[src/rtl/eg_slot_scheduler_pkg.sv]
// Shared constants for the VM2413 envelope front end.
// Slot/stage limits and rhythm key bit positions.
package vm2413;

  localparam logic [4:0] SLOT_LAST = 5'd17;

  localparam logic [1:0] STAGE_0 = 2'd0;
  localparam logic [1:0] STAGE_1 = 2'd1;
  localparam logic [1:0] STAGE_2 = 2'd2;
  localparam logic [1:0] STAGE_3 = 2'd3;

  localparam int RHY_BD  = 4;
  localparam int RHY_SD  = 3;
  localparam int RHY_TOM = 2;
  localparam int RHY_TC  = 1;
  localparam int RHY_HH  = 0;

endpackage

[src/rtl/eg_slot_scheduler_counter.sv]
// Slot/stage time-division counter.
// Flags the frame wrap one edge ahead so commits can line up with it.
module slot_stage_counter
  import vm2413::*;
(
  input  logic       clk,
  input  logic       reset,
  input  logic       clkena,
  output logic [4:0] slot,
  output logic [1:0] stage,
  output logic [4:0] slot_nxt,
  output logic       wrap_next,
  output logic       frame_start
);

  logic [1:0] stage_nxt;

  always_comb begin
    slot_nxt  = slot;
    stage_nxt = stage;
    wrap_next = 1'b0;
    if (clkena) begin
      stage_nxt = stage + 2'd1;
      if (stage == STAGE_3) begin
        if (slot == SLOT_LAST) begin
          slot_nxt  = 5'd0;
          wrap_next = 1'b1;
        end else begin
          slot_nxt = slot + 5'd1;
        end
      end
    end
  end

  always_ff @(posedge clk or posedge reset) begin
    if (reset) begin
      slot        <= 5'd0;
      stage       <= STAGE_0;
      frame_start <= 1'b1;
    end else if (clkena) begin
      slot        <= slot_nxt;
      stage       <= stage_nxt;
      frame_start <= wrap_next;
    end
  end

endmodule

[src/rtl/eg_slot_scheduler.sv]
// Slot sequencer with frame-synchronous key/rhythm snapshot.
// CPU writes land in shadow regs and are committed at each frame wrap.
module eg_slot_scheduler
  import vm2413::*;
#(
  parameter int NUM_CH = 9
) (
  input  logic       clk,
  input  logic       reset,
  input  logic       clkena,
  input  logic       key_wr,
  input  logic [3:0] key_ch,
  input  logic       key_val,
  input  logic       rhy_wr,
  input  logic       rhy_en,
  input  logic [4:0] rhy_bits,
  output logic [4:0] slot,
  output logic [1:0] stage,
  output logic       key,
  output logic       rhythm,
  output logic       frame_start
);

  logic [4:0]        slot_nxt;
  logic              wrap_next;

  logic [NUM_CH-1:0] sh_key, sh_key_nxt;
  logic              sh_rhy_en, sh_rhy_en_nxt;
  logic [4:0]        sh_rhy, sh_rhy_nxt;

  logic [NUM_CH-1:0] c_key, c_key_nxt;
  logic              c_rhy_en, c_rhy_en_nxt;
  logic [4:0]        c_rhy, c_rhy_nxt;

  logic              k_base;
  logic              key_nxt;

  slot_stage_counter u_cnt (
    .clk        (clk),
    .reset      (reset),
    .clkena     (clkena),
    .slot       (slot),
    .stage      (stage),
    .slot_nxt   (slot_nxt),
    .wrap_next  (wrap_next),
    .frame_start(frame_start)
  );

  always_comb begin
    sh_key_nxt    = sh_key;
    sh_rhy_en_nxt = sh_rhy_en;
    sh_rhy_nxt    = sh_rhy;
    if (key_wr && (key_ch < 4'(NUM_CH)))
      sh_key_nxt[key_ch] = key_val;
    if (rhy_wr) begin
      sh_rhy_en_nxt = rhy_en;
      sh_rhy_nxt    = rhy_bits;
    end
  end

  // Commit uses the shadow next values so a write on the wrap edge counts.
  always_comb begin
    c_key_nxt    = c_key;
    c_rhy_en_nxt = c_rhy_en;
    c_rhy_nxt    = c_rhy;
    if (wrap_next) begin
      c_key_nxt    = sh_key_nxt;
      c_rhy_en_nxt = sh_rhy_en_nxt;
      c_rhy_nxt    = sh_rhy_nxt;
    end
  end

  always_comb begin
    k_base  = c_key_nxt[slot_nxt[4:1]];
    key_nxt = k_base;
    if (c_rhy_en_nxt) begin
      unique case (slot_nxt)
        5'd12, 5'd13: key_nxt = k_base | c_rhy_nxt[RHY_BD];
        5'd14:        key_nxt = k_base | c_rhy_nxt[RHY_HH];
        5'd15:        key_nxt = k_base | c_rhy_nxt[RHY_SD];
        5'd16:        key_nxt = k_base | c_rhy_nxt[RHY_TOM];
        5'd17:        key_nxt = k_base | c_rhy_nxt[RHY_TC];
        default:      key_nxt = k_base;
      endcase
    end
  end

  always_ff @(posedge clk or posedge reset) begin
    if (reset) begin
      sh_key    <= '0;
      sh_rhy_en <= 1'b0;
      sh_rhy    <= '0;
      c_key     <= '0;
      c_rhy_en  <= 1'b0;
      c_rhy     <= '0;
      key       <= 1'b0;
    end else begin
      sh_key    <= sh_key_nxt;
      sh_rhy_en <= sh_rhy_en_nxt;
      sh_rhy    <= sh_rhy_nxt;
      c_key     <= c_key_nxt;
      c_rhy_en  <= c_rhy_en_nxt;
      c_rhy     <= c_rhy_nxt;
      if (clkena)
        key <= key_nxt;
    end
  end

  assign rhythm = c_rhy_en;

endmodule

[config.mk]
export PLATFORM = sky130hd
export DESIGN_NAME = eg_slot_scheduler
export DESIGN_NICKNAME = d
export VERILOG_FILES = /design/src/rtl/eg_slot_scheduler_pkg.sv /design/src/rtl/eg_slot_scheduler_counter.sv /design/src/rtl/eg_slot_scheduler.sv
export SDC_FILE = /design/constraint.sdc
export NUM_CORES = 1
export LEC_CHECK = 0
export CORE_ASPECT_RATIO = 0.7
export CORE_MARGIN = 5
export CORE_UTILIZATION = 58
export DETAILED_ROUTE_END_ITERATION = 8
export GPL_ROUTABILITY_DRIVEN = 0
export PLACE_DENSITY_LB_ADDON = 0.12
export SYNTH_ARGS = -nofsm -noshare
export SYNTH_HDL_FRONTEND = slang
export SYNTH_SLANG_ARGS = --single-unit
[constraint.sdc]
create_clock -name clk -period 4.3 [get_ports clk]
set_input_delay 0.645 -clock clk [delete_from_list [all_inputs] [get_ports clk]]
set_output_delay 0.645 -clock clk [all_outputs]
set_load 0.05 [all_outputs]
Word level (Yosys, flattened, before mapping). Cells that the tools add are included.

Bits in registers: 39.

Add/subtract/negate cells: 2. $lt $le $gt $ge: 4. Eq/ne operators: 8. Muxes and demuxes: 19. Bitwise operators: 5. Reductions and logical operators: 3.

Operator list (number): 5-bit 2-to-1 mux (5); 5-bit by 4-bit == test with 1-bit output, second input constant (4); 9-bit 2-to-1 mux (2); 5-bit == test, second input constant (3); 4-bit by 5-bit < comparator with 1-bit output, second input constant (2); 9-bit bitwise mux (1); 1-bit 2-to-1 mux (8); 5-bit by 1-bit adder with 5-bit output, second input constant (1); 1-bit OR (5); 1-bit case mux with 5 select lines (1); 1-bit binary-select mux with 4-bit select (1); 1-bit demux with 4-bit select (1); 4-bit by 1-bit >= comparator with 1-bit output, second input constant (1); 4-bit < comparator, second input constant (1); 2-bit by 1-bit adder with 2-bit output, second input constant (1); 2-bit == test, second input constant (1); 1-bit logical AND (2); 2-bit OR reduction (1).

Logic depth before layout (Yosys ltp). Gate-level depths: netlist of run 1.

Depth after elaboration: 12. Depth in mapped cells: 9. Mapped depth without buffers: 9.

Cells and area by module. From an unflattened synthesis of run 1, not the netlist that was laid out.

Cells, all modules: 182. Area, all modules: 1989.4 sq um.

By module, submodules not included: eg_slot_scheduler (instances 1, cells an instance 140, area an instance 1512.7 sq um); slot_stage_counter (instances 1, cells an instance 42, area an instance 476.7 sq um).

Worst setup path after synthesis of run 1. Ideal clock, no wire load.

Path type: reg-to-reg. Start: register u_cnt.slot[0]. End: register key. Arrival: 2211 ps. Required time: 4165 ps. Path slack: 1954 ps. Cell stages (with the launch flop): 8. Path buffers: 0. Period minus slack after synthesis: 2346 ps. Path through: dfrtp_1 -> ha_1 -> and4bb_2 -> a2bb2oi_2 -> inv_1 -> a211o_2 -> o211ai_1 -> o211ai_1.

Longest elaborated chain between the ends: 10. Elaborated cells on any way between the ends: 27. Classes of those cells: 1 x add/sub; 7 x eq/ne; 13 x mux; 5 x bitwise; 1 x reduce/logical.

Ends and longest elaborated chain: start, declared (RTL line eg_slot_scheduler_counter.sv:9) `output logic [4:0] slot,`; start signal, assigned (RTL line eg_slot_scheduler_counter.sv:41) `slot <= slot_nxt;`; parallel branches: the longest is 9 deep, another holds 5-bit by 1-bit adder with 5-bit output; 1-bit 2-to-1 mux * (RTL line eg_slot_scheduler.sv:76) `if (c_rhy_en_nxt) begin`; end signal, assigned (RTL line eg_slot_scheduler.sv:105) `key <= key_nxt;`; end, declared (RTL line eg_slot_scheduler.sv:19) `output logic key,`.

Mark *: on every way between the ends. The select of a mux whose other input is x is not followed. A chain may end at the register's enable or synchronous reset.

Final worst setup path of run 1.
Start: input port clkena. End: register key.

Elaborated cells on any way between the ends: 21. Classes of those cells: 6 x eq/ne; 9 x mux; 5 x bitwise; 1 x reduce/logical.

RTL lines: start, declared (RTL line eg_slot_scheduler.sv:10) `input logic clkena,`; 1-bit 2-to-1 mux (RTL line eg_slot_scheduler_counter.sv:22) `if (clkena) begin`; 5-bit 2-to-1 mux (RTL line eg_slot_scheduler.sv:66) `if (wrap_next) begin`; named net c_rhy_nxt[4] (RTL line eg_slot_scheduler.sv:33) `logic [4:0] c_rhy, c_rhy_nxt;`; 1-bit OR (RTL line eg_slot_scheduler.sv:78) `5'd12, 5'd13: key_nxt = k_base | c_rhy_nxt[RHY_BD];`; 1-bit case mux with 5 select lines (RTL line eg_slot_scheduler.sv:77) `unique case (slot_nxt)`; 1-bit 2-to-1 mux (RTL line eg_slot_scheduler.sv:76).

The timed path passes the listed nets, and every way through them passes these cells. The select of a mux whose other input is x is not followed.

==> results of run 1 <==
==> Yosys cell counts (2+ instances only) <==
cell type                  number  area share [%]
sky130_fd_sc_hd__nor3b_1        2            0.77
sky130_fd_sc_hd__mux2i_1        2             1.0
sky130_fd_sc_hd__buf_2          3            0.77
sky130_fd_sc_hd__ha_1           3             1.9
sky130_fd_sc_hd__inv_1         10             1.9
sky130_fd_sc_hd__nand3_1        7             1.8
sky130_fd_sc_hd__nor3_1         3            0.77
sky130_fd_sc_hd__clkbuf_1       2            0.39
sky130_fd_sc_hd__a211oi_1       3             1.2
sky130_fd_sc_hd__a21oi_1        6             1.5
sky130_fd_sc_hd__o211ai_1       2            0.77
sky130_fd_sc_hd__nand2_1       31             6.0
sky130_fd_sc_hd__and2b_2        2            0.90
sky130_fd_sc_hd__o221ai_1       3             1.4
sky130_fd_sc_hd__nor2_1         9             1.7
sky130_fd_sc_hd__nand3b_1       5             1.9
sky130_fd_sc_hd__dfrtp_1       38              49
sky130_fd_sc_hd__a31oi_1        2            0.64
sky130_fd_sc_hd__mux2_4         2             1.5
sky130_fd_sc_hd__o21ai_0        6             1.5
sky130_fd_sc_hd__mux2_2        13             7.5
==> worst paths after layout <==
kind	from	to	slack [ps]	cells past startpoint
max in group asynchronous	reset	u_cnt.frame_start$_DFFE_PP1P_	3180	3
max reg2reg	u_cnt.slot[0]$_DFFE_PP0P_	key$_DFFE_PP0P_	1690	8
min reg2reg	sh_key[6]$_DFF_PP0_	sh_key[6]$_DFF_PP0_	490	1
max	clkena	key$_DFFE_PP0P_	1400	8
min in group asynchronous	reset	sh_rhy[1]$_DFF_PP0_	770	3
min	sh_key[6]$_DFF_PP0_	sh_key[6]$_DFF_PP0_	490	1
==> worst register-to-register path, stage by stage, from the launching register on <==
cell and delay (ps):
sky130_fd_sc_hd__dfrtp_1 540, sky130_fd_sc_hd__ha_1 350, sky130_fd_sc_hd__nand4bb_4 160, sky130_fd_sc_hd__nor2_1 360, sky130_fd_sc_hd__buf_4 290, sky130_fd_sc_hd__mux2_2 370
sky130_fd_sc_hd__o2bb2ai_1 120, sky130_fd_sc_hd__a41oi_1 180, sky130_fd_sc_hd__o211ai_1 110
==> metal layers <==
layer / wire length (um) / vias up / track usage (%)
met4: 41 / 0 / 7.11
met5: 0 / - / 0
li1: - / 701 / -
met1: 1870 / 699 / 26.2
met3: 273 / 5 / 5.50
met2: 1820 / 43 / 29.3
==> sequential cells by signal, indices dropped and copies added (netlist names) <==
signal / count
c_key: 9
c_rhy: 5
key: 1
rhythm: 1
sh_key: 9
sh_rhy: 5
sh_rhy_en: 1
u_cnt.frame_start: 1
u_cnt.slot: 5
u_cnt.stage: 2
==> stage by stage <==
stage	hold WS [ps]	cells	worst slack (ps)
6_report	489	247	1400
5_1_grt	516	247	1250
4_1_cts	493	247	1410
3_5_place_dp	475	239	1110
3_3_place_gp	465	239	1200
2_1_floorplan	446	182	1950
==> kinds of logic (layout without fill, tap and decap cells) <==
logic type | Yosys count | count (layout) | share of synthesized area [%]
xor+xnor | 2 | 2 | 0.900
simple gates | 69 | 69 | 19.6
compound gates | 34 | 34 | 12.7
buf+inv | 18 | 45 | 4.50
flops | 39 | 39 | 50.2
fa+ha+maj | 3 | 3 | 1.93
mux | 17 | 17 | 10.1
==> area by class of cell <==
class,instances,area (um2)
Clock buffer,5,68.8
Clock inverter,3,15.0
Fill cell,227,898
Inverter,10,37.5
Multi-Input combinational cell,125,881
Sequential cell,39,977
Tap cell,38,47.5
Timing Repair Buffer,27,265
==> power groups by stage <==
| stage | Clock, mW | Combinational, mW | Sequential, mW |
|---|---|---|---|
| floorplan | 0 | 0.203 | 0.570 |
| global route | 0.257 | 0.463 | 0.483 |
| finish | 0.236 | 0.429 | 0.476 |
| detailed placement | 0 | 0.426 | 0.480 |
| CTS | 0.236 | 0.429 | 0.473 |
| global placement | 0 | 0.418 | 0.475 |
==> impl_metrics.xml, run 1 <==
<?xml version="1.0" encoding="UTF-8"?>
<metrics>
  <group name="grt">
    <metric name="grt_util_all_layers" unit="%">19.1</metric>
    <metric name="grt_pass1_wl" unit="mm">6.78</metric>
    <metric name="gr_overflow_total" unit="">0</metric>
    <metric name="first_global_vias" unit="">1400</metric>
    <metric name="antenna_found_initial" unit="">0</metric>
    <metric name="pin_count_of_the_biggest_net_entering_global_routing" unit="">40</metric>
  </group>
  <group name="cells_and_area">
    <metric name="layout_commonest_cell" unit="">sky130_fd_sc_hd__dfrtp_1</metric>
    <metric name="finalCoreUtilization" unit="%">71.8</metric>
    <metric name="layout_common_cells" unit="">38 x sky130_fd_sc_hd__dfrtp_1, 31 x sky130_fd_sc_hd__nand2_1, 25 x sky130_fd_sc_hd__clkdlybuf4s50_1, 13 x sky130_fd_sc_hd__mux2_2, 10 x sky130_fd_sc_hd__inv_1</metric>
    <metric name="layout_stage_area_growth_over_the_synthesis_result" unit="%">17.8</metric>
    <metric name="number_of_antenna_repair_diodes" unit="">0</metric>
    <metric name="drive_gt1_share" unit="%">17.7</metric>
    <metric name="post_layout_nets" unit="">227</metric>
    <metric name="design_area" unit="mm2">0.00229</metric>
  </group>
  <group name="yosys">
    <metric name="synth-seq-area-share" unit="%">50.2</metric>
    <metric name="async_flop_share" unit="%">100</metric>
    <metric name="ys.flop_type" unit="">sky130_fd_sc_hd__dfrtp_1</metric>
    <metric name="postSynthNetCount" unit="">201</metric>
    <metric name="synth-edff-count" unit="">0</metric>
    <metric name="synth-warning-count" unit="">0</metric>
    <metric name="netlist_area" unit="mm2">0.00195</metric>
    <metric name="synthesis.instances" unit="">182</metric>
    <metric name="post_synth.cell_area_avg" unit="um2">10.7</metric>
    <metric name="synthDistinctLibCells" unit="">49</metric>
    <metric name="postSynthRegisterBits" unit="">39</metric>
  </group>
  <group name="drt">
    <metric name="vias" unit="">1448</metric>
    <metric name="drt_drc_violations_left" unit="">0</metric>
    <metric name="viasPerCell" unit="">5.86</metric>
    <metric name="drt_iter0_drc" unit="">109</metric>
    <metric name="firstDrtPassIters" unit="">4</metric>
    <metric name="drtAntennaViolNets" unit="">0</metric>
    <metric name="detail_route.wirelength" unit="mm">4.01</metric>
    <metric name="route.detailed.wl_per_inst" unit="um">16.2</metric>
  </group>
  <group name="setup_path">
    <metric name="crit_fanout" unit="">15</metric>
    <metric name="cpPeakStageDelay" unit="ps">750</metric>
    <metric name="kind_of_start_point_of_the_critical_path" unit="">primary input</metric>
    <metric name="path_buf_inv" unit="">2</metric>
    <metric name="criticalPathCategory" unit="">primary input to flop</metric>
    <metric name="worst_path_dominant_cell_family" unit="">buffers and inverters</metric>
    <metric name="critical-path-slowest-cell" unit="">sky130_fd_sc_hd__clkdlybuf4s50_1</metric>
    <metric name="required_time_of_the_worst_setup_path" unit="ps">4460</metric>
    <metric name="critPathCaptureType" unit="">flop</metric>
    <metric name="critical_path.cell_chain" unit="">clkdlybuf4s50_1 &gt; nand2_1 &gt; nor2_1 &gt; buf_4 &gt; mux2_2 &gt; o2bb2ai_1 &gt; a41oi_1 &gt; o211ai_1</metric>
    <metric name="arrival" unit="ps">3070</metric>
  </group>
  <group name="clock_network">
    <metric name="h_tree_depth" unit="">2</metric>
    <metric name="cts.path.max_buffers" unit="">2</metric>
    <metric name="post_cts.repair.setup_buffers" unit="">0</metric>
    <metric name="clock_sinks" unit="">39</metric>
    <metric name="ctsResizeCount" unit="">0</metric>
    <metric name="hold_buffers" unit="">0</metric>
    <metric name="cts_tree" unit="">yes</metric>
    <metric name="clock_latency" unit="ps">290</metric>
    <metric name="clkSlewWorstSetupHoldPaths" unit="ps">70</metric>
    <metric name="cts_buffers" unit="">5</metric>
    <metric name="root_buffer" unit="">sky130_fd_sc_hd__clkbuf_8</metric>
  </group>
  <group name="power">
    <metric name="power" unit="mW">1.14</metric>
    <metric name="sw_frac_of_total" unit="%">38.8</metric>
    <metric name="pwr-share-clk" unit="%">20.7</metric>
    <metric name="seq_power_share" unit="%">41.7</metric>
    <metric name="power_leakage" unit="nW">1.01</metric>
    <metric name="vdd.ir_drop.worst" unit="uV">336</metric>
    <metric name="power_frac_comb" unit="%">37.6</metric>
    <metric name="p_int" unit="mW">0.698</metric>
    <metric name="power_per_cell_area" unit="mW/mm2">498</metric>
    <metric name="switching_power" unit="mW">0.443</metric>
  </group>
  <group name="sta">
    <metric name="hold_viol" unit="">0</metric>
    <metric name="clock_skew" unit="ps">3.99</metric>
    <metric name="final.min_clock_period" unit="ps">2900</metric>
    <metric name="finalSetupTns" unit="ps">0</metric>
    <metric name="slew_violations" unit="">0</metric>
    <metric name="timing_worst_slew_pin_value" unit="ps">519</metric>
    <metric name="max_slew_headroom" unit="%">65.3</metric>
    <metric name="timing.fmax" unit="MHz">344</metric>
    <metric name="timing.final.crit_share" unit="%">67.6</metric>
    <metric name="setup_viol_count_final" unit="">0</metric>
    <metric name="setup_repair_after_global_routing_missed_its_margin" unit="">false</metric>
  </group>
  <group name="min_path">
    <metric name="hold_path_class" unit="">flop to flop</metric>
  </group>
  <group name="floorplan">
    <metric name="placeableCoreArea" unit="mm2">0.00319</metric>
    <metric name="fp.dieW" unit="um">79.2</metric>
    <metric name="floorplan.die.height" unit="um">58.5</metric>
    <metric name="initial_core_utilization" unit="%">61.0</metric>
    <metric name="total_die_area" unit="mm2">0.00463</metric>
    <metric name="placement_rows" unit="">17</metric>
    <metric name="io_pins" unit="">26</metric>
  </group>
  <group name="outcome">
    <metric name="status" unit="">finished clean</metric>
  </group>
  <group name="flow_run">
    <metric name="maxCapViolCount" unit="">0</metric>
  </group>
  <group name="placement">
    <metric name="place.detailed.hpwl" unit="mm">2.94</metric>
    <metric name="buffer_ports.inserted" unit="">25</metric>
    <metric name="place_area" unit="mm2">0.00221</metric>
  </group>
</metrics>
Power figures use the tool's default switching activity.
==> run 2, diff against run 1 <==
- CORE_UTILIZATION: 58 -> 54
- clock period: 4.3 -> 3 ns (I/O delays scaled with it)
==> run 2 against run 1 <==
Register-to-register slack worse by 1100 ps. Final cell count rose by 6.5%. Sequential share of layout area fell by 1.1 points. Die area up 6.3%. Clock skew up 2.4 ps. First-iteration DRC count down 15%. Clock-buffer cell count rose by 3.
==> impl_metrics.xml, run 2 (same netlist as run 1, synthesis figures left out) <==
<?xml version="1.0" encoding="UTF-8"?>
<metrics>
  <group name="outcome">
    <metric name="status" unit="">finished clean</metric>
  </group>
  <group name="grt">
    <metric name="grt_util_all_layers" unit="%">17.7</metric>
    <metric name="gr_overflow_total" unit="">0</metric>
    <metric name="antenna_found_initial" unit="">0</metric>
    <metric name="pin_count_of_the_biggest_net_entering_global_routing" unit="">40</metric>
    <metric name="grt_pass1_wl" unit="mm">6.63</metric>
    <metric name="first_global_vias" unit="">1445</metric>
  </group>
  <group name="setup_path">
    <metric name="end_of_the_worst_register_to_register_path" unit="">key$_DFFE_PP0P_</metric>
    <metric name="cpPeakStageDelay" unit="ps">540</metric>
    <metric name="criticalPathCategory" unit="">flop to flop</metric>
    <metric name="critical_path.cell_chain" unit="">ha_1 &gt; and4bb_2 &gt; a2bb2oi_2 &gt; inv_1 &gt; a211o_2 &gt; o211ai_1 &gt; o211ai_1</metric>
    <metric name="path_buf_inv" unit="">1</metric>
    <metric name="rr_startpoint" unit="">u_cnt.slot[0]$_DFFE_PP0P_</metric>
    <metric name="critical-path-slowest-cell" unit="">sky130_fd_sc_hd__dfrtp_1</metric>
    <metric name="reg2reg_depth" unit="">7</metric>
    <metric name="arrival" unit="ps">2570</metric>
    <metric name="worst_path_dominant_cell_family" unit="">compound AO/OA/AOI/OAI gates</metric>
    <metric name="required_time_of_the_worst_setup_path" unit="ps">3160</metric>
    <metric name="crit_fanout" unit="">10</metric>
    <metric name="rrSetupSlack" unit="ps">590</metric>
    <metric name="critical_path.most_common_cell" unit="">sky130_fd_sc_hd__o211ai_1</metric>
    <metric name="critical_path.startpoint" unit="">u_cnt.slot[0]$_DFFE_PP0P_</metric>
    <metric name="kind_of_start_point_of_the_critical_path" unit="">flop</metric>
    <metric name="critPathCaptureType" unit="">flop</metric>
  </group>
  <group name="drt">
    <metric name="firstDrtPassIters" unit="">4</metric>
    <metric name="vias" unit="">1469</metric>
    <metric name="route.detailed.wl_per_inst" unit="um">14.7</metric>
    <metric name="drt_iter0_drc" unit="">93</metric>
    <metric name="drt_drc_violations_left" unit="">0</metric>
    <metric name="drtAntennaViolNets" unit="">0</metric>
    <metric name="detail_route.wirelength" unit="mm">3.88</metric>
    <metric name="viasPerCell" unit="">5.59</metric>
  </group>
  <group name="sta">
    <metric name="timing.fmax" unit="MHz">416</metric>
    <metric name="setup_viol_count_final" unit="">0</metric>
    <metric name="timing_worst_slew_pin_value" unit="ps">602</metric>
    <metric name="hold_viol" unit="">0</metric>
    <metric name="clock_skew" unit="ps">6.43</metric>
    <metric name="slew_violations" unit="">0</metric>
    <metric name="setup_repair_after_global_routing_missed_its_margin" unit="">false</metric>
    <metric name="max_slew_headroom" unit="%">59.6</metric>
    <metric name="final.min_clock_period" unit="ps">2410</metric>
    <metric name="timing.final.crit_share" unit="%">80.2</metric>
    <metric name="finalSetupTns" unit="ps">0</metric>
    <metric name="timing.final.ws_setup" unit="ps">594</metric>
  </group>
  <group name="power">
    <metric name="power_per_cell_area" unit="mW/mm2">710</metric>
    <metric name="vdd.ir_drop.worst" unit="uV">687</metric>
    <metric name="power" unit="mW">1.67</metric>
    <metric name="seq_power_share" unit="%">40.5</metric>
    <metric name="power_leakage" unit="nW">1.04</metric>
    <metric name="pwr-share-clk" unit="%">22.6</metric>
    <metric name="sw_frac_of_total" unit="%">37.0</metric>
    <metric name="switching_power" unit="mW">0.619</metric>
    <metric name="p_int" unit="mW">1.05</metric>
    <metric name="power_frac_comb" unit="%">36.8</metric>
  </group>
  <group name="cells_and_area">
    <metric name="layout_common_cells" unit="">38 x sky130_fd_sc_hd__dfrtp_1, 31 x sky130_fd_sc_hd__nand2_1, 25 x sky130_fd_sc_hd__clkdlybuf4s50_1, 13 x sky130_fd_sc_hd__mux2_2, 10 x sky130_fd_sc_hd__inv_1</metric>
    <metric name="layout_commonest_cell" unit="">sky130_fd_sc_hd__dfrtp_1</metric>
    <metric name="layout_stage_area_growth_over_the_synthesis_result" unit="%">21.0</metric>
    <metric name="fillCellCount" unit="">278</metric>
    <metric name="number_of_antenna_repair_diodes" unit="">0</metric>
    <metric name="post_layout_nets" unit="">231</metric>
    <metric name="finalCoreUtilization" unit="%">67.4</metric>
    <metric name="drive_gt1_share" unit="%">18.8</metric>
    <metric name="design_area" unit="mm2">0.00235</metric>
    <metric name="biggestRegsByFlops" unit="">c_key x9, sh_key x9</metric>
  </group>
  <group name="floorplan">
    <metric name="placement_rows" unit="">18</metric>
    <metric name="fp.dieW" unit="um">81.7</metric>
    <metric name="io_pins" unit="">26</metric>
    <metric name="total_die_area" unit="mm2">0.00492</metric>
    <metric name="placeableCoreArea" unit="mm2">0.00349</metric>
    <metric name="floorplan.die.height" unit="um">60.2</metric>
    <metric name="initial_core_utilization" unit="%">55.7</metric>
  </group>
  <group name="clock_network">
    <metric name="clock_latency" unit="ps">280</metric>
    <metric name="clock_sinks" unit="">39</metric>
    <metric name="h_tree_depth" unit="">2</metric>
    <metric name="post_cts.repair.setup_buffers" unit="">0</metric>
    <metric name="cts_tree" unit="">yes</metric>
    <metric name="hold_buffers" unit="">0</metric>
    <metric name="ctsResizeCount" unit="">0</metric>
    <metric name="clkSlewWorstSetupHoldPaths" unit="ps">70</metric>
    <metric name="root_buffer" unit="">sky130_fd_sc_hd__clkbuf_8</metric>
    <metric name="cts_buffers" unit="">5</metric>
    <metric name="cts.path.max_buffers" unit="">2</metric>
  </group>
  <group name="placement">
    <metric name="buffer_ports.inserted" unit="">25</metric>
    <metric name="detailedPlace.worstSlack" unit="ps">378</metric>
    <metric name="place_area" unit="mm2">0.00225</metric>
    <metric name="place.detailed.hpwl" unit="mm">2.89</metric>
  </group>
  <group name="min_path">
    <metric name="hold_path.startpoint" unit="">c_key[1]$_DFF_PP0_</metric>
    <metric name="hold_path_class" unit="">flop to flop</metric>
    <metric name="timing.hold.worst_endpoint" unit="">c_key[1]$_DFF_PP0_</metric>
    <metric name="whs_path_depth" unit="">2</metric>
  </group>
  <group name="flow_run">
    <metric name="maxCapViolCount" unit="">0</metric>
  </group>
</metrics>
## run 2: changes by cell type in the layout (fill, tap and decap cells not counted)
cell                       change
sky130_fd_sc_hd__buf_4         +4
sky130_fd_sc_hd__clkinv_2      -3
sky130_fd_sc_hd__clkbuf_8      +2
sky130_fd_sc_hd__clkbuf_1      +1
## run 2: how the worst max path moves through the flow
stage / endpoint / slack [ps] / depth (start not counted)
6_report: key$_DFFE_PP0P_ / 590 / 7
5_1_grt: key$_DFFE_PP0P_ / 440 / 7
4_1_cts: key$_DFFE_PP0P_ / 650 / 7
3_5_place_dp: key$_DFFE_PP0P_ / 380 / 6
3_3_place_gp: key$_DFFE_PP0P_ / 420 / 6
2_1_floorplan: key$_DFFE_PP0P_ / 650 / 7
## run 2: power by group through the flow
stage                     Clock (mW)  Combinational, mW  Sequential, mW
after floorplan                    0              0.291           0.817
after global placement             0              0.602           0.681
after detailed placement           0              0.613           0.687
after CTS                      0.389              0.616           0.677
after global routing           0.409              0.666           0.689
final                          0.378              0.616           0.677
## run 2: final cells by class
cell class                      instances  area (um2)  share of cell area (%)
Inverter                               10        37.5                    1.59
Timing Repair Buffer                   31         295                    12.5
Multi-Input combinational cell        125         881                    37.4
Sequential cell                        39         977                    41.5
Clock buffer                            8         100                    4.25
Tap cell                               50        62.6                    2.66
## run 2: metal layers
layer | wire length (um) | track usage [%] | vias up | share of wire [%]
li1 | - | - | 708 | -
met1 | 1760 | 23.8 | 714 | 45
met2 | 1770 | 27.8 | 40 | 46
met3 | 288 | 5.87 | 7 | 7.4
met4 | 56 | 4.50 | 0 | 1.4
met5 | 0 | 0 | - | 0
## run 2: stage by stage
stage	instances	hold slack [ps]
after floorplan	182	446
after global placement	255	464
after detailed placement	255	467
after CTS	263	484
after global routing	263	513
final	263	486
## run 2: worst register-to-register path: cells and delay by family, from the launching register on
| kind | cells | cell delay (ps) |
|---|---|---|
| adder cells (fa/ha/maj) | 1 | 340 |
| AND/OR/NAND/NOR | 1 | 310 |
| AO/OA/AOI/OAI | 4 | 900 |
| buffers and inverters | 1 | 190 |
| flip-flops | 1 | 540 |
==> run 3, diff against run 2 <==
- clock period: 3 -> 2.4 ns (I/O delays scaled with it)
==> run 3 against run 2 <==
Flip-flop and latch count unchanged. Total power increased by 27%. Global-route usage increased by 1.9 points. Largest power group is now combinational logic. Highest routed layer unchanged.
==> impl_metrics.xml, run 3 (same netlist as run 1, synthesis figures left out) <==
<?xml version="1.0" encoding="UTF-8"?>
<metrics>
  <group name="outcome">
    <metric name="status" unit="">finished clean</metric>
  </group>
  <group name="placement">
    <metric name="detailedPlace.worstSlack" unit="ps">-213</metric>
    <metric name="place_area" unit="mm2">0.00234</metric>
    <metric name="place.detailed.hpwl" unit="mm">3.33</metric>
    <metric name="buffer_ports.inserted" unit="">25</metric>
  </group>
  <group name="power">
    <metric name="power_per_cell_area" unit="mW/mm2">872</metric>
    <metric name="vdd.ir_drop.worst" unit="uV">723</metric>
    <metric name="power_leakage" unit="nW">1.10</metric>
  </group>
  <group name="sta">
    <metric name="hold_viol" unit="">0</metric>
    <metric name="timing.final.ws_setup" unit="ps">140</metric>
    <metric name="setup_repair_after_global_routing_missed_its_margin" unit="">false</metric>
    <metric name="final_worst_hold_slack" unit="ps">478</metric>
    <metric name="timing.fmax" unit="MHz">442</metric>
    <metric name="setup_viol_count_final" unit="">0</metric>
    <metric name="max_slew_headroom" unit="%">65.7</metric>
    <metric name="clock_skew" unit="ps">4.61</metric>
    <metric name="slew_violations" unit="">0</metric>
    <metric name="timing_worst_slew_pin_value" unit="ps">512</metric>
    <metric name="final.min_clock_period" unit="ps">2260</metric>
    <metric name="timing.final.crit_share" unit="%">94.2</metric>
  </group>
  <group name="drt">
    <metric name="drt_iter0_drc" unit="">75</metric>
    <metric name="drt_drc_violations_left" unit="">0</metric>
    <metric name="vias" unit="">1522</metric>
    <metric name="viasPerCell" unit="">5.53</metric>
    <metric name="route.detailed.wl_per_inst" unit="um">15.6</metric>
    <metric name="drtAntennaViolNets" unit="">0</metric>
    <metric name="detail_route.wirelength" unit="mm">4.28</metric>
    <metric name="firstDrtPassIters" unit="">4</metric>
  </group>
  <group name="floorplan">
    <metric name="fp.dieW" unit="um">81.7</metric>
    <metric name="total_die_area" unit="mm2">0.00492</metric>
    <metric name="placement_rows" unit="">18</metric>
    <metric name="initial_core_utilization" unit="%">55.7</metric>
    <metric name="io_pins" unit="">26</metric>
    <metric name="floorplan.die.height" unit="um">60.2</metric>
    <metric name="placeableCoreArea" unit="mm2">0.00349</metric>
  </group>
  <group name="grt">
    <metric name="grt_busiest_layer" unit="">met2</metric>
    <metric name="grt.met1_usage" unit="%">25.3</metric>
    <metric name="grt_util_all_layers" unit="%">19.6</metric>
    <metric name="first_global_vias" unit="">1542</metric>
    <metric name="pin_count_of_the_biggest_net_entering_global_routing" unit="">40</metric>
    <metric name="grt_pass1_wl" unit="mm">7.13</metric>
    <metric name="gr_overflow_total" unit="">0</metric>
    <metric name="antenna_found_initial" unit="">0</metric>
    <metric name="grt.met3_usage" unit="%">6.02</metric>
    <metric name="met2_usage" unit="%">32.3</metric>
  </group>
  <group name="setup_path">
    <metric name="crit_fanout" unit="">3</metric>
    <metric name="cpPeakStageDelay" unit="ps">550</metric>
    <metric name="critical-path-slowest-cell" unit="">sky130_fd_sc_hd__clkdlybuf4s50_1</metric>
    <metric name="kind_of_start_point_of_the_critical_path" unit="">primary input</metric>
    <metric name="required_time_of_the_worst_setup_path" unit="ps">2570</metric>
    <metric name="arrival" unit="ps">2430</metric>
    <metric name="criticalPathCategory" unit="">primary input to flop</metric>
    <metric name="critical_path.cell_chain" unit="">clkdlybuf4s50_1 &gt; nand3b_1 &gt; or3b_2 &gt; a211oi_1 &gt; o31ai_1 &gt; a211oi_1 &gt; o211ai_1</metric>
    <metric name="critPathCaptureType" unit="">flop</metric>
    <metric name="critical_path.most_common_cell" unit="">sky130_fd_sc_hd__a211oi_1</metric>
  </group>
  <group name="cells_and_area">
    <metric name="design_area" unit="mm2">0.00244</metric>
    <metric name="drive_gt1_share" unit="%">23.6</metric>
    <metric name="biggestRegsByFlops" unit="">c_key x9, sh_key x9</metric>
    <metric name="layout_common_cells" unit="">38 x sky130_fd_sc_hd__dfrtp_1, 31 x sky130_fd_sc_hd__nand2_1, 25 x sky130_fd_sc_hd__clkdlybuf4s50_1, 18 x sky130_fd_sc_hd__buf_4, 13 x sky130_fd_sc_hd__mux2_2</metric>
    <metric name="number_of_antenna_repair_diodes" unit="">0</metric>
    <metric name="finalCoreUtilization" unit="%">69.9</metric>
    <metric name="layout_commonest_cell" unit="">sky130_fd_sc_hd__dfrtp_1</metric>
    <metric name="layout_stage_area_growth_over_the_synthesis_result" unit="%">25.3</metric>
    <metric name="post_layout_nets" unit="">243</metric>
  </group>
  <group name="clock_network">
    <metric name="cts_buffers" unit="">5</metric>
    <metric name="root_buffer" unit="">sky130_fd_sc_hd__clkbuf_8</metric>
    <metric name="post_cts.repair.setup_buffers" unit="">0</metric>
    <metric name="cts.path.max_buffers" unit="">2</metric>
    <metric name="clkSlewWorstSetupHoldPaths" unit="ps">70</metric>
    <metric name="cts_tree" unit="">yes</metric>
    <metric name="h_tree_depth" unit="">2</metric>
    <metric name="clock_latency" unit="ps">290</metric>
    <metric name="clock_sinks" unit="">39</metric>
  </group>
  <group name="min_path">
    <metric name="hold_path_class" unit="">primary input to asynchronous set/reset pin</metric>
  </group>
  <group name="flow_run">
    <metric name="maxCapViolCount" unit="">0</metric>
  </group>
</metrics>
==> run 3: worst paths after layout <==
kind	startpoint	endpoint	slack (ps)	cells past startpoint
worst min-delay path	reset	c_rhy[1]$_DFF_PP0_	480	3
min in group clk	c_key[3]$_DFF_PP0_	c_key[3]$_DFF_PP0_	480	2
worst min register to register	c_key[3]$_DFF_PP0_	c_key[3]$_DFF_PP0_	480	2
max in group asynchronous	reset	u_cnt.frame_start$_DFFE_PP1P_	1570	3
worst max-delay path	key_wr	key$_DFFE_PP0P_	140	7
worst max register to register	u_cnt.slot[1]$_DFFE_PP0P_	key$_DFFE_PP0P_	180	8
==> run 3: cell type report <==
type | instances | area, um2
clock buffers | 7 | 76.3
clock inverters | 1 | 5.00
fillers | 275 | 1050
inverters | 10 | 37.5
multi-input cells | 125 | 895
flip-flops and latches | 39 | 977
well taps | 50 | 62.6
repair buffers | 43 | 385
==> run 3: metrics by stage <==
step / total power [mW] / instances / setup TNS, ps
after detailed placement: 1.70 / 267 / -213
after global routing: 2.25 / 275 / 0
after CTS: 2.12 / 275 / 0
after global placement: 1.66 / 267 / -26.9
final: 2.13 / 275 / 0
after floorplan: 1.38 / 182 / 0
==> run 3: power by group <==
part           internal (mW)  switching, mW
Sequential             0.755         0.0890
Combinational          0.357          0.510
Clock                  0.204          0.213
Total                   1.31          0.812
==> run 3: metal layers <==
metal  up-vias  share of wire [%]
met5         -                  0
met4         0               0.44
met3         4                5.5
met2        50                 50
met1       738                 44
li1        730                  -
==> run 3: what timing repair did <==
| item | 4_1_cts | 5_1_grt |
|---|---|---|
| resized for setup | 0 | 3 |
| hold buffers | 0 | 0 |
| setup endpoints to repair | 0 | 1 |
==> run 3: worst max-delay path, delay by kind of cell <==
| family | cells | cell delay [ps] |
|---|---|---|
| AND/OR/NAND/NOR | 2 | 600 |
| AO/OA/AOI/OAI | 4 | 920 |
| buffers and inverters | 1 | 550 |
